[src/rtl/adder_unit.sv]
// Registered WIDTH-bit adder built from 4-bit carry-lookahead groups; 1-cycle latency.
// No back-pressure: a new operand set is accepted on every edge with IN_VALID high.
module adder_unit #(
  parameter int WIDTH = 32
) (
  input  logic             CLK,
  input  logic             RESET,
  input  logic             IN_VALID,
  input  logic [WIDTH-1:0] A,
  input  logic [WIDTH-1:0] B,
  input  logic             C_IN,
  output logic             OUT_VALID,
  output logic [WIDTH-1:0] SUM,
  output logic             C_OUT,
  output logic             OVF,
  output logic             ZERO
);

  localparam int NGRP = WIDTH / 4;

  // carry[i] is the carry into bit i; carry[WIDTH] is the final carry out
  logic [WIDTH:0]   carry;
  logic [WIDTH-1:0] sum_c;

  assign carry[0] = C_IN;

  for (genvar gi = 0; gi < NGRP; gi++) begin : g_cla
    logic [3:0] gen;
    logic [3:0] prop;
    logic [3:0] cb;
    logic       grp_g;
    logic       grp_p;

    assign gen  = A[4*gi +: 4] & B[4*gi +: 4];
    assign prop = A[4*gi +: 4] ^ B[4*gi +: 4];

    assign cb[0] = carry[4*gi];
    assign cb[1] = gen[0] | (prop[0] & cb[0]);
    assign cb[2] = gen[1] | (prop[1] & gen[0]) | (prop[1] & prop[0] & cb[0]);
    assign cb[3] = gen[2] | (prop[2] & gen[1]) | (prop[2] & prop[1] & gen[0])
                 | (prop[2] & prop[1] & prop[0] & cb[0]);

    assign grp_g = gen[3] | (prop[3] & gen[2]) | (prop[3] & prop[2] & gen[1])
                 | (prop[3] & prop[2] & prop[1] & gen[0]);
    assign grp_p = &prop;

    // Group carry ripples into the next group
    assign carry[4*gi+1 +: 3] = cb[3:1];
    assign carry[4*gi+4]      = grp_g | (grp_p & cb[0]);
    assign sum_c[4*gi +: 4]   = prop ^ cb;
  end

  always_ff @(posedge CLK) begin
    if (RESET) begin
      OUT_VALID <= 1'b0;
      SUM       <= '0;
      C_OUT     <= 1'b0;
      OVF       <= 1'b0;
      ZERO      <= 1'b1;
    end else begin
      OUT_VALID <= IN_VALID;
      if (IN_VALID) begin
        SUM   <= sum_c;
        C_OUT <= carry[WIDTH];
        OVF   <= carry[WIDTH] ^ carry[WIDTH-1];
        ZERO  <= ~|sum_c;
      end
    end
  end

endmodule

[config.mk]
export PLATFORM = sky130hd
export DESIGN_NAME = adder_unit
export DESIGN_NICKNAME = d
export VERILOG_FILES = /design/src/rtl/adder_unit.sv
export SDC_FILE = /design/constraint.sdc
export NUM_CORES = 1
export LEC_CHECK = 0
export ABC_AREA = 1
export CAP_MARGIN = 10
export CORE_ASPECT_RATIO = 0.6
export CORE_MARGIN = 5
export CORE_UTILIZATION = 46
export CTS_BUF_LIST = sky130_fd_sc_hd__clkbuf_4
export DETAILED_ROUTE_END_ITERATION = 6
export PLACE_DENSITY = 0.86
export RECOVER_POWER = 25
export SYNTH_ARGS = -nofsm -noshare
export SYNTH_HDL_FRONTEND = slang
export SYNTH_SLANG_ARGS = --single-unit
[constraint.sdc]
create_clock -name CLK -period 4.5 [get_ports CLK]
set_clock_uncertainty 0.15 [all_clocks]
set_input_delay 1.35 -clock CLK [delete_from_list [all_inputs] [get_ports CLK]]
set_output_delay 1.35 -clock CLK [all_outputs]
set_load 0.005 [all_outputs]
==> flow_metrics.tcl <==
set metrics [dict create \
    status "completed" \
    synthArstFlopShare_pct 0 \
    die_y_um 70.7 \
    rows 22 \
    slew_headroom_pct 54.4 \
    drc_errors 0 \
    avgSynthCellArea_sq_um 7.22 \
    cap_violations 0 \
    synth_compound_area_share_pct 12.4 \
    synth_edf_count 0 \
    crit_start "B[6]" \
    pwr-share-seq_pct 32.4 \
    die-area_sq_um 7850 \
    placed_area_sq_um 4280 \
    post-place-cells 617 \
    fin_ws_ns 0.0888 \
    p_switching_uw 421 \
    start_util_pct 46.8 \
    ios 104 \
    rr_startpoint "SUM[21]" \
    worstSetupStartpointType "input port" \
    vdd_drop_max_mv 0.144 \
    grt_pass1_wl_mm 14.7 \
    synthCells 391 \
    die_w_um 111 \
    clockPowerShare_pct 16.7 \
    required_ns 4.66 \
    synth-simple-area-share_pct 28.7 \
    pre_cts_ws_ns -0.465 \
    cp_slowest_cell "fa_2" \
    comb_power_share_pct 50.9 \
    io_buffers 103 \
    slowest_delay_ns 0.41 \
    synthMuxAreaShare_pct 0 \
    synth_top_family_by_area "simple AND/OR/NAND/NOR gates" \
    antenna_found_initial 0 \
    setup_viol 0 \
    min_from "SUM[22]" \
    grt_pass1_vias 3207 \
    cts.sinks 36 \
    clk_pin_slew_worst_paths_ns 0.11 \
    critPathArrivalTime_ns 4.57 \
    pwr_density_cell_nw_per_um2 232 \
    fmax_mhz 227 \
    overflow 0 \
    ant_nets 0 \
    hold_viol 0 \
    hold_ws_ns 0.341 \
    grt_max_degree 52 \
    vias 3408 \
    p_leak_uw 0.00263 \
    critPathMostFrequentCell "nand2_4" \
    dp_hpwl_mm 7.14 \
    syn-num-nets 499 \
    synth_warnings 0 \
    swShare_pct 37.0 \
    synthToLayoutAreaGrowth_pct 74.2 \
    synth-seq-cells 36 \
    p_int_uw 717 \
    final_max_slew_viol_count 0 \
    drive_gt1_share_pct 28.4 \
    cts_tree "done" \
    cts_buffers 5 \
    num_antenna_cells 0 \
    synthesis.area_sq_um 2820 \
    layout.nets 666 \
    worstMarginPinSlew_ns 0.683 \
    setup.worst_path.end_class "flip-flop" \
    period_share_pct 98.0 \
    drt_first_pass_iters 5 \
    layout_min_cycle_time_ns 4.41 \
    synthXorXnorAreaFrac_pct 4.66 \
    crit_fanout 3 \
    first_iter_violations 245 \
    clk_latency_ns 0.35 \
    finalWirelength_mm 10.8 \
    stdcell_area_sq_um 4920 \
    synth_ff_type "dfxtp_1" \
    layoutNonFillerInstCount 643 \
    yosysUniqueCellTypes 31 \
    fp.coreArea_sq_um 6030 \
    yosysSeqAreaShare_pct 25.5 \
    hold_path_class "flip-flop to flip-flop" \
    track_usage_pct 22.9 \
    h-tree-depth 2 \
    yosys.area_share.adder_pct 19.9 \
    fin_tns_setup_ns 0 \
    cts-root-buf "clkbuf_4" \
    clockBufferDepth 2 \
    vias_per_cell 5.30 \
    post_drt_wl_per_cell_um 16.9 \
    gp_congestion 0.857 \
    worstSetupPathType "input port to flip-flop" \
]
-- timing repair --
item | 4_1_cts | 5_1_grt
hold buffers | 0 | 0
gates resized for setup | 16 | 106
pin swaps | 13 | 55
endpoints found under the setup margin | 1 | 1
buffers inserted | 6 | 12
-- metrics by stage --
step / power, uW / util, %
finish: 1140 / 81.5
global route: 1200 / 81.5
CTS: 1050 / 73.5
detailed placement: 851 / 71.0
global placement: 834 / 71.0
floorplan: 603 / -
-- sequential cells by signal (all words and copies together) (netlist names) --
signal / cells
OUT_VALID: 1
OVF: 1
C_OUT: 1
SUM: 32
ZERO: 1
-- Yosys cell counts, types with 6 or more instances --
cell      count  area (sq um)
a21oi_1      18          90.1
o21ai_0      23           115
nand2_1      60           225
nand2_2       6          37.5
xor2_1       13           114
o211ai_1      9          67.6
nand2_4       9           101
fa_1          8           160
ha_1         32           400
inv_1        54           203
nor2_1       63           236
clkbuf_1      8          30.0
nand3_1      22           110
dfxtp_1      36           721
-- worst paths after layout --
path                            endpoint  slack (ns)  depth (start not counted)
worst max register to register   SUM[21]        3.49                          4
worst min register to register   SUM[22]        0.34                          2
worst min-delay path             SUM[22]        0.34                          2
worst max-delay path                ZERO        0.09                         29
-- per-layer routing --
layer	track usage, %	share of wire (%)	vias to the layer above
met4	4.59	2.4	0
met5	0	0	-
met1	28.2	39	1598
met3	7.52	9.7	29
li1	-	-	1597
met2	39.7	49	184
-- placed cells by master, fill, tap and decap left out, drive strengths merged, types with 3 or more instances in the layout --
cell type,netlist,layout
buf,2,69
a21oi,22,22
ha,32,32
clkbuf,8,11
dfxtp,36,36
xor2,13,13
dlymetal6s2s,0,33
nor3,6,6
nor2,64,64
nand4,3,3
nand2,75,75
o21ai,26,26
o211ai,9,9
inv,54,54
fa,8,8
nand3,24,24
clkdlybuf4s50,0,63
-- layout make-up --
| cell class | instances | area, sq um |
|---|---|---|
| clock inverter | 1 | 3.75 |
| sequential | 36 | 721 |
| inverter | 55 | 210 |
| clock buffer | 7 | 52.6 |
| timing repair buffer | 170 | 1600 |
| fill | 353 | 1110 |
| multi-input combinational | 290 | 2230 |
| tap | 84 | 105 |
-- critical path, delay by kind of cell --
kind | cells | cell delay [ns]
fa+ha+maj | 2 | 0.71
buf+inv | 3 | 0.39
simple gates | 24 | 2.12
-- power groups by stage --
stage | combinational (uW) | clock [uW] | sequential, uW
finish | 580 | 190 | 369
floorplan | 228 | 0 | 375
detailed placement | 478 | 0 | 374
global route | 628 | 202 | 372
global placement | 461 | 0 | 373
CTS | 494 | 185 | 367
-- cell families after synthesis --
logic type / Yosys count
buffers and inverters: 65
adder cells (fa/ha/maj): 40
XOR/XNOR: 15
AND/OR/NAND/NOR: 175
AO/OA/AOI/OAI: 60
flip-flops: 36
Power figures use the tool's default switching activity.
==> variant 1 (same settings) <==
The parameter `WIDTH` goes from 32 to 64.
--- a/src/rtl/adder_unit.sv
+++ b/src/rtl/adder_unit.sv
@@ -2,5 +2,5 @@
 // No back-pressure: a new operand set is accepted on every edge with IN_VALID high.
 module adder_unit #(
-  parameter int WIDTH = 32
+  parameter int WIDTH = 64
 ) (
   input  logic             CLK,
Interface: changed (resized A, B and SUM); port bits go from 104 to 200. No check against the original RTL was run, so the function may have changed too.
==> variant 1 against the original RTL <==
- the flow now finishes with violations (max-capacitance violations, max-slew violations, negative setup slack)
- synthesized area increased by 92%
- total power increased by 92%
- worst setup slack got worse by 1500 ps
- sequential cell count increased by 32
- wire length increased by 90%
- sequential power increased by 89%
- cell area increased by 87%
- clock power increased by 88%
- global-route usage increased by 5.3 points
- via count increased by 87%
- critical endpoint unchanged
==> variant 1: results (changes against the original RTL) <==
outcome finished with violations (was completed); failing checks max-capacitance violations, max-slew violations, negative setup slack; Slew Limit Headroom -28.5% (was 54.4%); nets@finish 1317 (was 666); Critical R2R Capture SUM[11] (was SUM[21]); peak supply drop 124 uV (was 144 uV); RR Startpoint SUM[11] (was SUM[21]); dpl cells 1222 (was 617); Pins Over Slew Limit 100 (was 0); worst setup margin -1450 ps (was 88.8 ps); DP Area 8700 um2 (was 4280 um2); Syn. warnings 0 (unchanged); Final Setup Violations 1 (was 0); Vias/cell 5.02 (was 5.30); Clock Latency Late Sink 430 ps (was 350 ps); CP startpoint A[10] (was B[6]); Synth top cells by count 120 x nand2_1, 106 x nor2_1, 103 x inv_1 (was 63 x nor2_1, 60 x nand2_1, 54 x inv_1); PortBufs 199 (was 103); Routed WL 20600 um (was 10800 um); DR iter-0 viols 437 (was 245); first-pass GRT wire length 31500 um (was 14700 um); Fillers 777 (was 353); Total GRT Usage 28.1% (was 22.9%); max-cap violation count 1 (was 0); switching share of power 36.6% (was 37.0%); post-DP HPWL 15400 um (was 7140 um); syn_nets 959 (was 499); hold path start SUM[3] (was SUM[22]); WP data arrival 6180 ps (was 4570 ps); WHS Endpoint SUM[3] (was SUM[22]); total leakage power 4.68 nW (was 2.63 nW); R2R Setup Slk 3540 ps (was 3490 ps); Synth Area per Inst 7.24 um2 (was 7.22 um2); max reg flops 64 (was 32); Synth area leaders dfxtp_1 25%, ha_1 15%, nand2_1 8.3% (was dfxtp_1 26%, ha_1 14%, nor2_1 8.4%); H-Tree Depth 3 (was 2); pre-CTS setup slack -2360 ps (was -465 ps); share of cells above drive strength 1 26.5% (was 28.4%); crit path max fanout 2 (was 3); Setup TNS Final -1450 ps (was 0 ps); multi-input combinational cell area 3940 um2 (was 2230 um2); largest net degree at the start of global routing 100 (was 52); total CTS buffers 9 (was 5); DR vias 6379 (was 3408); routability cong. 0.912 (was 0.857); Hold Worst Slack 340 ps (was 341 ps); Seq/Total Area, Yosys 25.2% (was 25.5%); vias in the first global route 6317 (was 3207); CORE AREA 11400 um2 (was 6030 um2)
==> variant 1: routing by layer <==
layer	up-vias	share of wire (%)	routed length [um]	global-route usage (%)
met3	29	10	2110	8.44
met5	-	0	0	0
met1	2932	42	8710	35.8
met2	281	46	9450	46.9
li1	3137	-	-	-
met4	0	1.5	316	7.00
==> variant 1: logic make-up (layout without fill, tap and decap cells) <==
logic type | count (synthesis) | after routing | share of synthesized area, %
AO/OA/AOI/OAI | 120 | 120 | 12.6
flip-flops | 68 | 68 | 25.2
adder cells (fa/ha/maj) | 80 | 80 | 20.7
AND/OR/NAND/NOR | 319 | 319 | 27.4
buffers and inverters | 127 | 490 | 8.83
XOR/XNOR | 33 | 33 | 5.34
==> variant 1: critical path, delay by kind of cell <==
| family | cells | cell delay [ps] |
|---|---|---|
| adders and majority gates | 2 | 600 |
| AOI/OAI and AO/OA | 1 | 290 |
| and+or+nand+nor | 39 | 3360 |
| xor gates and xnor gates | 1 | 160 |
| buffers and inverters | 3 | 390 |
==> variant 1: power groups by stage <==
stage / clock network (mW) / registers (mW) / logic, mW
finish: 0.358 / 0.696 / 1.14
global route: 0.389 / 0.703 / 1.23
floorplan: 0 / 0.710 / 0.457
CTS: 0.360 / 0.696 / 1.09
global placement: 0 / 0.706 / 1.01
detailed placement: 0 / 0.709 / 1.03
==> variant 1: final cells by class <==
| type | instances | area share (%) |
|---|---|---|
| clock inverters | 4 | 0.177 |
| well taps | 160 | 2.18 |
| flip-flops and latches | 68 | 14.8 |
| inverters | 106 | 4.34 |
| multi-input cells | 552 | 42.9 |
| repair buffers | 368 | 34.6 |
| clock buffers | 12 | 0.982 |
==> variant 1: repair_timing <==
item,4_1_cts,5_1_grt
pin swaps,47,39
gates resized for setup,114,31
buffers inserted,24,8
endpoints found under the setup margin,16,8
hold endpoints to repair,0,0
==> variant 2 (same flow settings) <==
Without the edit above. Register the output `OVF` once more; this adds one clock of latency there. The other outputs are not delayed to match.
--- a/src/rtl/adder_unit.sv
+++ b/src/rtl/adder_unit.sv
@@ -18,4 +18,6 @@
 
   localparam int NGRP = WIDTH / 4;
+
+  logic OVF_s0;
 
   // carry[i] is the carry into bit i; carry[WIDTH] is the final carry out
@@ -56,5 +58,5 @@
       SUM       <= '0;
       C_OUT     <= 1'b0;
-      OVF       <= 1'b0;
+      OVF_s0    <= 1'b0;
       ZERO      <= 1'b1;
     end else begin
@@ -63,5 +65,5 @@
         SUM   <= sum_c;
         C_OUT <= carry[WIDTH];
-        OVF   <= carry[WIDTH] ^ carry[WIDTH-1];
+        OVF_s0 <= carry[WIDTH] ^ carry[WIDTH-1];
         ZERO  <= ~|sum_c;
       end
@@ -69,4 +71,8 @@
   end
 
+  always_ff @(posedge CLK) begin
+    OVF <= OVF_s0;
+  end
+
 endmodule
 
Function: changed (Yosys sat finds a counterexample within 4 cycles, from zero or initial values and one cycle with RESET high).
==> variant 2 against the original RTL <==
- first-iteration DRC count down 38%
- critical path depth decreased by 9
- sequential cell count is 1 higher
- synthesized area unchanged
- sequential power increased by 2%
- utilization is 1.9 points lower
- wire length fell by 11%
- total power down 3.0%
- count of clock-buffer cells in the layout decreased by 1
- cell area down 2.4%
- final cell count is 0.93% lower
- worst setup slack better by 12 ps
- critical path type unchanged
==> variant 2: results (changes against the original RTL) <==
outcome completed (unchanged); #FFs+latches synth 37 (was 36); dpl cells 614 (was 617); first-pass GRT wire length 14700 um (about the same); met2 Resource Use GR 39.4% (was 39.7%); peak supply drop 120 uV (was 144 uV); syn_nets 495 (was 499); Synth top cells by count 65 x nand2_1, 54 x inv_1, 53 x nor2_1 (was 63 x nor2_1, 60 x nand2_1, 54 x inv_1); share of cells above drive strength 1 26.0% (was 28.4%); met1 Track Usage GR 27.7% (was 28.2%); slowest stage cell, crit path fa_1 (was fa_2); Routed WL 9660 um (was 10800 um); nets@finish 661 (was 666); non-filler cells, final 637 (was 643); Total GRT Usage 22.6% (was 22.9%); Fillers 390 (was 353); Synth area leaders dfxtp_1 26%, ha_1 14%, nand2_1 8.6% (was dfxtp_1 26%, ha_1 14%, nor2_1 8.4%); GR Util met3 5.21% (was 7.52%); crit-path max cell delay 440 ps (was 410 ps); DR WL met2 4660 um (was 5280 um); Vias/cell 5.07 (was 5.30); actual slew at the worst max-slew pin 743 ps (was 683 ps); post-DP HPWL 7060 um (was 7140 um); total leakage power 2.57 nW (was 2.63 nW); WL met1 4160 um (was 4250 um); CP delay by family, top simple AND/OR/NAND/NOR gates (unchanged); DR WL met3 550 um (was 1050 um); Synth Area per Inst 7.29 um2 (was 7.22 um2); vias in the first global route 3219 (was 3207); DR iter-0 viols 151 (was 245); routability cong. 0.878 (was 0.857); largest net degree at the start of global routing 55 (was 52)
## variant 2: cell count changes in the layout (fill, tap and decap cells not counted), moves of 5 or more
cell             unedited run  this run
clkdlybuf4s50_1            63        53
dlygate4sd3_1               0        14
dlymetal6s2s_1             33        28
nand2_1                    52        62
nor2_1                     55        48
o211ai_1                    9        14
o21ai_0                    22        17
## variant 2: final cells by class
class	instances	area (um2)	area share, %
Tap cell	84	105	2.19
Clock buffer	6	45.0	0.938
Sequential cell	37	741	15.4
Timing Repair Buffer	169	1570	32.6
Inverter	55	208	4.33
Multi-Input combinational cell	285	2130	44.4
Clock inverter	1	3.75	0.0782
## variant 2: logic make-up (layout without fill, tap and decap cells)
logic type	count (synthesis)	count (layout)	synth area share, %
AO/OA/AOI/OAI	56	56	11.9
AND/OR/NAND/NOR	174	174	28.5
flip-flops	37	37	26.3
adder cells (fa/ha/maj)	40	40	19.9
buffers and inverters	65	231	8.78
XOR/XNOR	15	15	4.66
## variant 2: worst paths after layout
check	start	endpoint	slack, ps	cells past startpoint
worst max-delay path	A[14]	ZERO	100	20
worst min-delay path	OVF_s0	OVF	210	0
worst max register to register	SUM[4]	SUM[4]	3630	2
worst min register to register	OVF_s0	OVF	210	0
## variant 2: what timing repair did
action                                  in CTS  in global routing
endpoints found under the setup margin       1                  1
pin swaps                                   17                 42
gates resized for setup                     19                 78
setup buffers                                7                  9
## variant 2: stage by stage
step                      cell area [um2]  worst slack (ps)
after floorplan                      2820               172
after global placement               4290              -303
after detailed placement             4290              -530
after CTS                            4460              3.11
after global routing                 4800             -36.5
final                                4800               100
## variant 2: report_power, final
group / switching, mW / internal [mW]
logic: 0.265 / 0.294
clock network: 0.105 / 0.0628
registers: 0.0175 / 0.360
total: 0.388 / 0.717
